--- src/rtl/act_frame_streamer.sv ---
// act_frame_streamer
//   Packs NFMAPS channel words from a valid/ready source into one pixel and
//   emits pixels in raster order as single-cycle strobes. The sink has no
//   backpressure, so every emission can be followed by GAP idle cycles.
// Ports:
//   clk, rst             clock, asynchronous active-high reset
//   start, abort         frame start request (IDLE only) / abandon the frame
//   s_valid/s_data/s_ready  channel word stream in
//   valid, input_act     one-cycle pixel strobe and packed pixel (channel c at [c*BITWIDTH +: BITWIDTH])
//   col, row             raster position of the pixel being filled/emitted
//   busy, frame_done     frame in progress / one-cycle end-of-frame pulse
module act_frame_streamer #(
    parameter int BITWIDTH = 16,
    parameter int NFMAPS   = 3,
    parameter int NW       = 224,
    parameter int NH       = 224,
    parameter int AW       = 8,
    parameter int GAP      = 0
) (
    input  logic                       clk,
    input  logic                       rst,
    input  logic                       start,
    input  logic                       abort,
    input  logic                       s_valid,
    input  logic [BITWIDTH-1:0]        s_data,
    output logic                       s_ready,
    output logic                       valid,
    output logic [NFMAPS*BITWIDTH-1:0] input_act,
    output logic [AW-1:0]              col,
    output logic [AW-1:0]              row,
    output logic                       busy,
    output logic                       frame_done
);

    localparam int CW     = (NFMAPS > 1) ? $clog2(NFMAPS) : 1;
    localparam int GAP_M1 = (GAP > 0) ? GAP - 1 : 0;
    localparam int GW     = (GAP_M1 > 0) ? $clog2(GAP_M1 + 1) : 1;

    localparam logic [CW-1:0] CH_LAST  = CW'(NFMAPS - 1);
    localparam logic [AW-1:0] COL_LAST = AW'(NW - 1);
    localparam logic [AW-1:0] ROW_LAST = AW'(NH - 1);
    localparam logic [GW-1:0] HOLD_END = GW'(GAP_M1);

    typedef enum logic [2:0] {
        S_IDLE,
        S_FILL,
        S_EMIT,
        S_HOLD,
        S_DONE
    } state_t;

    state_t                     state_q;
    logic [CW-1:0]              ch_q;
    logic [GW-1:0]              hold_q;
    logic [NFMAPS*BITWIDTH-1:0] stage_q;
    logic [NFMAPS*BITWIDTH-1:0] act_q;
    logic [AW-1:0]              col_q, row_q;
    logic                       valid_q, s_ready_q, busy_q, done_q;

    logic [AW-1:0]              col_d, row_d;
    logic                       last_pix;
    logic [NFMAPS*BITWIDTH-1:0] pix_d;

    always_comb begin
        last_pix = (col_q == COL_LAST) && (row_q == ROW_LAST);
        col_d    = col_q;
        row_d    = row_q;
        if (!last_pix) begin
            if (col_q == COL_LAST) begin
                col_d = '0;
                row_d = row_q + 1'b1;
            end else begin
                col_d = col_q + 1'b1;
            end
        end
        // The last channel goes straight from s_data into the emitted pixel.
        pix_d = stage_q;
        pix_d[NFMAPS*BITWIDTH-1 -: BITWIDTH] = s_data;
    end

    always_ff @(posedge clk or posedge rst) begin
        if (rst) begin
            state_q   <= S_IDLE;
            ch_q      <= '0;
            hold_q    <= '0;
            stage_q   <= '0;
            act_q     <= '0;
            col_q     <= '0;
            row_q     <= '0;
            valid_q   <= 1'b0;
            s_ready_q <= 1'b0;
            busy_q    <= 1'b0;
            done_q    <= 1'b0;
        end else begin
            valid_q <= 1'b0;
            done_q  <= 1'b0;
            if (state_q != S_IDLE && abort) begin
                state_q   <= S_IDLE;
                ch_q      <= '0;
                s_ready_q <= 1'b0;
                busy_q    <= 1'b0;
            end else begin
                case (state_q)
                    S_IDLE: begin
                        if (start && !abort) begin
                            state_q   <= S_FILL;
                            ch_q      <= '0;
                            col_q     <= '0;
                            row_q     <= '0;
                            busy_q    <= 1'b1;
                            s_ready_q <= 1'b1;
                        end
                    end
                    S_FILL: begin
                        if (s_valid) begin
                            if (ch_q == CH_LAST) begin
                                act_q     <= pix_d;
                                valid_q   <= 1'b1;
                                s_ready_q <= 1'b0;
                                ch_q      <= '0;
                                state_q   <= S_EMIT;
                            end else begin
                                stage_q[ch_q*BITWIDTH +: BITWIDTH] <= s_data;
                                ch_q <= ch_q + 1'b1;
                            end
                        end
                    end
                    S_EMIT: begin
                        hold_q <= '0;
                        // The final pixel ends the frame immediately; pacing
                        // only matters between pixels of the same frame.
                        if (last_pix) begin
                            state_q <= S_DONE;
                            done_q  <= 1'b1;
                        end else if (GAP > 0) begin
                            state_q <= S_HOLD;
                        end else begin
                            col_q     <= col_d;
                            row_q     <= row_d;
                            s_ready_q <= 1'b1;
                            state_q   <= S_FILL;
                        end
                    end
                    S_HOLD: begin
                        if (hold_q == HOLD_END) begin
                            col_q     <= col_d;
                            row_q     <= row_d;
                            s_ready_q <= 1'b1;
                            state_q   <= S_FILL;
                        end else begin
                            hold_q <= hold_q + 1'b1;
                        end
                    end
                    S_DONE: begin
                        state_q <= S_IDLE;
                        busy_q  <= 1'b0;
                    end
                    default: state_q <= S_IDLE;
                endcase
            end
        end
    end

    assign s_ready    = s_ready_q;
    assign valid      = valid_q;
    assign input_act  = act_q;
    assign col        = col_q;
    assign row        = row_q;
    assign busy       = busy_q;
    assign frame_done = done_q;

endmodule
--- config.mk ---
export PLATFORM = sky130hd
export DESIGN_NAME = act_frame_streamer
export DESIGN_NICKNAME = d
export VERILOG_FILES = /design/src/rtl/act_frame_streamer.sv
export SDC_FILE = /design/constraint.sdc
export NUM_CORES = 1
export LEC_CHECK = 0
export ABC_AREA = 1
export CORE_MARGIN = 2
export CORE_UTILIZATION = 30
export CTS_CLUSTER_DIAMETER = 120
export DETAILED_ROUTE_END_ITERATION = 8
export PLACE_DENSITY = 0.61
export SYNTH_ARGS = -nofsm -noshare
export SYNTH_HDL_FRONTEND = slang
export SYNTH_SLANG_ARGS = --single-unit
--- constraint.sdc ---
create_clock -name clk -period 9.4 [get_ports clk]
set_input_delay 1.41 -clock clk [delete_from_list [all_inputs] [get_ports clk]]
set_output_delay 1.41 -clock clk [all_outputs]
set_load 0.02 [all_outputs]
# Yosys cells after proc, flatten, opt, wreduce, memory -nomap -nowiden
# Index checks and enable logic that the tools add are counted.
[classes]
add_sub_neg = 5
reduce_logical = 19
eq_ne = 15
n_mux = 42
n_shift = 2
bitwise = 2
[ops]
columns = ["operator", "n"]
rows = [
  ["$mux 8", 9],
  ["$bwmux 48", 1],
  ["$pmux 8 s3", 2],
  ["$shift 16x34->48 const A", 1],
  ["$shiftx 16x34->48", 1],
  ["$neg 6->34", 1],
  ["$mux 3", 6],
  ["$add 8x1->8 const B", 2],
  ["$eq 8x8->1 const B", 2],
  ["$mux 1", 15],
  ["$ne 3x3->1 const B", 5],
  ["$pmux 3 s4", 1],
  ["$reduce_and 4->1", 3],
  ["$reduce_bool 3->1", 4],
  ["$mux 2", 4],
  ["$eq 3x2->1 const B", 2],
  ["$ne 2x2->1 const B", 3],
  ["$reduce_and 6->1", 1],
  ["$reduce_and 5->1", 1],
  ["$reduce_bool 5->1", 1],
  ["$pmux 1 s2", 2],
  ["$pmux 1 s4", 1],
  ["$pmux 2 s2", 1],
  ["$reduce_and 2->1", 2],
  ["11 further kinds", 14],
]
[word_totals]
out_inout_bits = 68
ff_bits = 122
wordCells = 96

# Depth between registers and ports, before layout
[logic_depth]
ltp_word = 5
mapped_depth = 10

# Least setup slack after synthesis
# No wires, ideal clock.
[synth_timing]
kind = "input -> register"
start = "in s_valid"
end = "reg stage_q[16]"
setup_time_ps = 126
stages = 4
t_arrival_ps = 2155
setup_slack_ps = 7119
required_time_ps = 9274
path_buffers = 1
cell_sequence = "inv_1 -> nor4_4 -> clkbuf_2 -> o21ai_0"
[synth_between]
elab_chain_cells = 1
[synth_lines]
columns = ["element", "line", "text"]
rows = [
  ["from (decl)", "24", "input logic s_valid,"],
  ["$reduce_and 4->1 (no source line)", "-", ""],
  ["to (signal, indexed assignment)", "123", "stage_q[ch_q*BITWIDTH +: BITWIDTH] <= s_data;"],
  ["to (decl)", "55", "logic [NFMAPS*BITWIDTH-1:0] stage_q;"],
]
# Every way passes these cells.
# A chain may end at the register's enable or synchronous reset.

# Worst setup path in the final report
[layout_timing]
start = "in abort"
end = "reg act_q[29], in the netlist input_act[29]"
[layout_between]
elab_chain_cells = 3
[layout_lines]
columns = ["element", "line", "text"]
rows = [
  ["from (decl)", "23", "input logic abort,"],
  ["$logic_and 1x1->1", "97", "if (state_q != S_IDLE && abort) begin"],
  ["$not 1->1 (no source line)", "-", ""],
  ["$reduce_and 4->1 (no source line)", "-", ""],
  ["to (signal assigned)", "117", "act_q <= pix_d;"],
  ["to (decl)", "56", "logic [NFMAPS*BITWIDTH-1:0] act_q;"],
]
# Every way passes these cells.

==> run summary <==
The maximum fanout encountered on the critical timing path came out at 80. In this design, the critical path's most frequently occurring cell is sky130_fd_sc_hd__nor2_4. Data on the critical path arrives at its endpoint at 3520 ps. Compared with the post-synthesis result, the final layout area differs by 29.0%. In the final layout, the multi-input gates occupy 1650 µm². The initial core utilization is 0.305, and the sequential area share after synthesis is 0.569. Share of the clock period used by the worst path: 0.355. Among all stages on the critical path, the largest delay is contributed by sky130_fd_sc_hd__inv_2. The horizontal die dimension works out to 128 µm. Across the run, the number of max-cap violations was 0. The post-detailed-route DRC marker count is 0, and the flop and latch count out of synthesis is 105. The H-tree was split into 3 levels. Post-route clock skew: 9.60 ps. After filler insertion, the fill cell instance count of the layout stands at 1,498. The shortest period the worst path allows was 3340 ps. The normalized max-slew margin is 0.205, and the count of antenna-violating nets left after detailed routing is 0. The number of hold buffers added after CTS was 0. Counting distinct cell types in the post-synthesis netlist gives 31. The worst-case clock buffer depth is 2. Class of the tightest hold or removal check: register to register.

Including well taps, the total number of placed cells is 779. In the synthesized netlist, the number of instances is 516. In the synthesized netlist the dominant register cell turns out to be sky130_fd_sc_hd__dfrtp_1.

Via count of the first global-routing pass: 3,602. The clock drives 105 sinks. Buffers placed on the I/O ports in this run total 88.

On the critical path the largest part of the delay comes from buffers and inverters. The initialized floorplan defines 45 standard-cell rows. The tools report the routability congestion estimate as 0.841. STA classifies the critical path endpoint as a register.

The highest clock frequency the design can meet was 300 MHz; the logic depth of the worst path, buffers included was 7. For this run, the slowest stage of the critical path takes 570 ps. The top-level I/O count is 89, and the number of buffers added by the clock tree synthesis step is 9. The number of antenna violations at the first check in global routing is 0. The tools report the total net switching power as 0.615 mW. The share of post-route cells with drive strength above 1 came out at 0.0807. The measured slew at the worst slew-check pin came out at 1190 ps. The tree is rooted in a sky130_fd_sc_hd__clkbuf_16. The fraction of registers with async set or reset after synthesis is 1.00, and the detailed-routing iteration count for the pre-antenna-repair pass is 4.

Yosys mapped a number of flops with a built-in enable equal to 0. The core utilization of the finished layout is 0.393, and the number of instances resized during post-cts repair is 0. Setup repair after global routing left no endpoint under its margin. Yosys printed 0 warnings. Area of the die: 16,400 µm². The part of the total power dissipated in the clock network is 0.223. In this run the static leakage power is 2.74 nW.

The per-cell via count in the routed design was 4.70; the sequential share of power was 0.413. Logic depth of the worst register-to-register path: 7. The count of nets after finishing was 629; the switching portion of total power was 0.366. The flow ran to the end, and the final reports show no timing, DRC or antenna violations. The total area inside the core boundary comes to 15,100 µm². For the number of inserted diodes, the log shows 0. The sort of element at the start of the critical path is an input pin.

The power density over cell area is 281 nW/µm², and the violation count after the first detailed-route iteration is 229. The first global-routing pass estimated 18,400 µm of wire. The tools report the clock insertion delay at the later pin of the skew report as 350 ps.

After the flow finishes, the layout carries non-filler instances totaling 795. TritonCTS built the clock tree. Global routing finished with a remaining overflow of 0. Together, buffers and inverters on the worst path number 2.

The run gives 0.141 as the overall routing resource usage. The storage element area came out at 2630 µm². Most common cell after layout, fill and taps aside: sky130_fd_sc_hd__nand2_1.

Wires add up to 10,900 µm. Entering global routing, the biggest net connects 81 pins. Detailed placement ended at an HPWL of 7440 µm. For the post-route setup TNS, the log shows 0 ps.

The worst supply voltage drop on vdd is 0.000168 V. When the netlist entered floorplanning its net count stood at 543. The logs give 0 for the final hold violation count and 1.06 mW for the internal power component. Dividing the detail-routed wire length by the instance count gives 13.7 µm. Summing over every cut layer, the via total after detailed routing is 3,739.

Setup violations remaining at the end of the flow were counted as 0. At the worst endpoint, the required time is 9590 ps. The combinational share of power came out at 0.363. In this run the cell area of the synthesized design comes to 4620 µm².

The floorplan step set the die height to 128 µm. For the max-slew violation count, the log shows 0. Clock-pin slew was measured on the worst setup and hold paths at 80 ps. In this run the mean area of a mapped cell was 8.95 µm². After clock tree synthesis, the setup repair step added 0 buffers. Critical path class: input pin to register. Traced cell by cell, the critical path runs through clkdlybuf4s50_1, nor2_4, nand2_4, nor2_4, inv_2, nand2_1, o21ai_0. The worst hold path passes through 2 cells. Leaving out fill and tap cells, the most frequent cells in the layout are sky130_fd_sc_hd__nand2_1 (148), sky130_fd_sc_hd__dfrtp_1 (105), sky130_fd_sc_hd__clkdlybuf4s50_1 (88).
## final timing paths
path                                    start             to  slack, ps
worst max register to register        ch_q[0]  input_act[29]       6830
worst max-delay path                    abort  input_act[29]       6060
max in group asynchronous                 rst         row[6]       6730
min in group asynchronous                 rst  input_act[19]       1380
worst min register to register  input_act[34]  input_act[34]        480
worst min-delay path            input_act[34]  input_act[34]        480
## flip-flops by register name, indices dropped and copies added, names as in the netlist
signal and cells:
input_act 48, stage_q 32, col 8, row 8
state_q 3, ch_q 2, busy 1, frame_done 1
s_ready 1, valid 1
## layout make-up
type                       count  area share
inverter                      60      0.0391
sequential                   105       0.441
timing repair buffer          93       0.154
multi-input combinational    333       0.276
tap                          188      0.0395
clock inverter                 6      0.0103
clock buffer                  10      0.0401
## metal layers
layer	GRT usage	share of wire	vias to the layer above	wire length, µm
li1	-	-	1824	-
met1	0.201	0.49	1801	5370
met2	0.208	0.44	103	4830
met3	0.0380	0.054	11	587
met4	0.0485	0.013	0	142
met5	0	0	-	0
## power by group through the flow
stage / Clock, mW / Combinational, mW / Sequential [mW]
CTS: 0.389 / 0.617 / 0.694
detailed placement: 0 / 0.613 / 0.700
finish: 0.375 / 0.609 / 0.693
floorplan: 0 / 0.229 / 0.797
global placement: 0 / 0.601 / 0.700
global route: 0.406 / 0.674 / 0.712
## through the flow
step / power, mW / setup WS (ps) / hold slack, ps / instance area [µm²]
final: 1.68 / 6060 / 481 / 5960
after global routing: 1.79 / 5810 / 502 / 5960
after CTS: 1.70 / 6040 / 485 / 5960
after detailed placement: 1.31 / 5660 / 461 / 5660
after global placement: 1.30 / 5760 / 464 / 5660
after floorplan: 1.03 / 5230 / 483 / 4620
## worst register-to-register path: cells and delay by family (launching register included)
family | cells | cell delay [ps]
AO/OA/AOI/OAI | 1 | 100
flip-flops | 1 | 430
AND/OR/NAND/NOR | 3 | 880
buffers and inverters | 2 | 710
adder cells (fa/ha/maj) | 1 | 300
## cells by family after synthesis
logic type | after synthesis | synth area share
compound gates | 76 | 0.0867
xor+xnor | 2 | 0.00379
fa+ha+maj | 6 | 0.0162
buf+inv | 78 | 0.0753
flops | 105 | 0.569
simple gates | 249 | 0.249
## synth_stat cells, types with 3 or more instances
library cell / number / area [µm²]
sky130_fd_sc_hd__o21ai_1: 20 / 100
sky130_fd_sc_hd__nor2_4: 3 / 33.8
sky130_fd_sc_hd__o21ai_0: 48 / 240
sky130_fd_sc_hd__buf_6: 4 / 45.0
sky130_fd_sc_hd__dfrtp_1: 105 / 2630
sky130_fd_sc_hd__nor2_2: 4 / 25.0
sky130_fd_sc_hd__nand2_2: 4 / 25.0
sky130_fd_sc_hd__nor2_1: 17 / 63.8
sky130_fd_sc_hd__nand3_1: 49 / 245
sky130_fd_sc_hd__nand2_1: 148 / 556
sky130_fd_sc_hd__buf_2: 11 / 55.1
sky130_fd_sc_hd__ha_1: 6 / 75.1
sky130_fd_sc_hd__nand4_1: 11 / 68.8
sky130_fd_sc_hd__inv_1: 57 / 214
sky130_fd_sc_hd__o21ai_2: 4 / 35.0
Power figures use the tool's default switching activity.
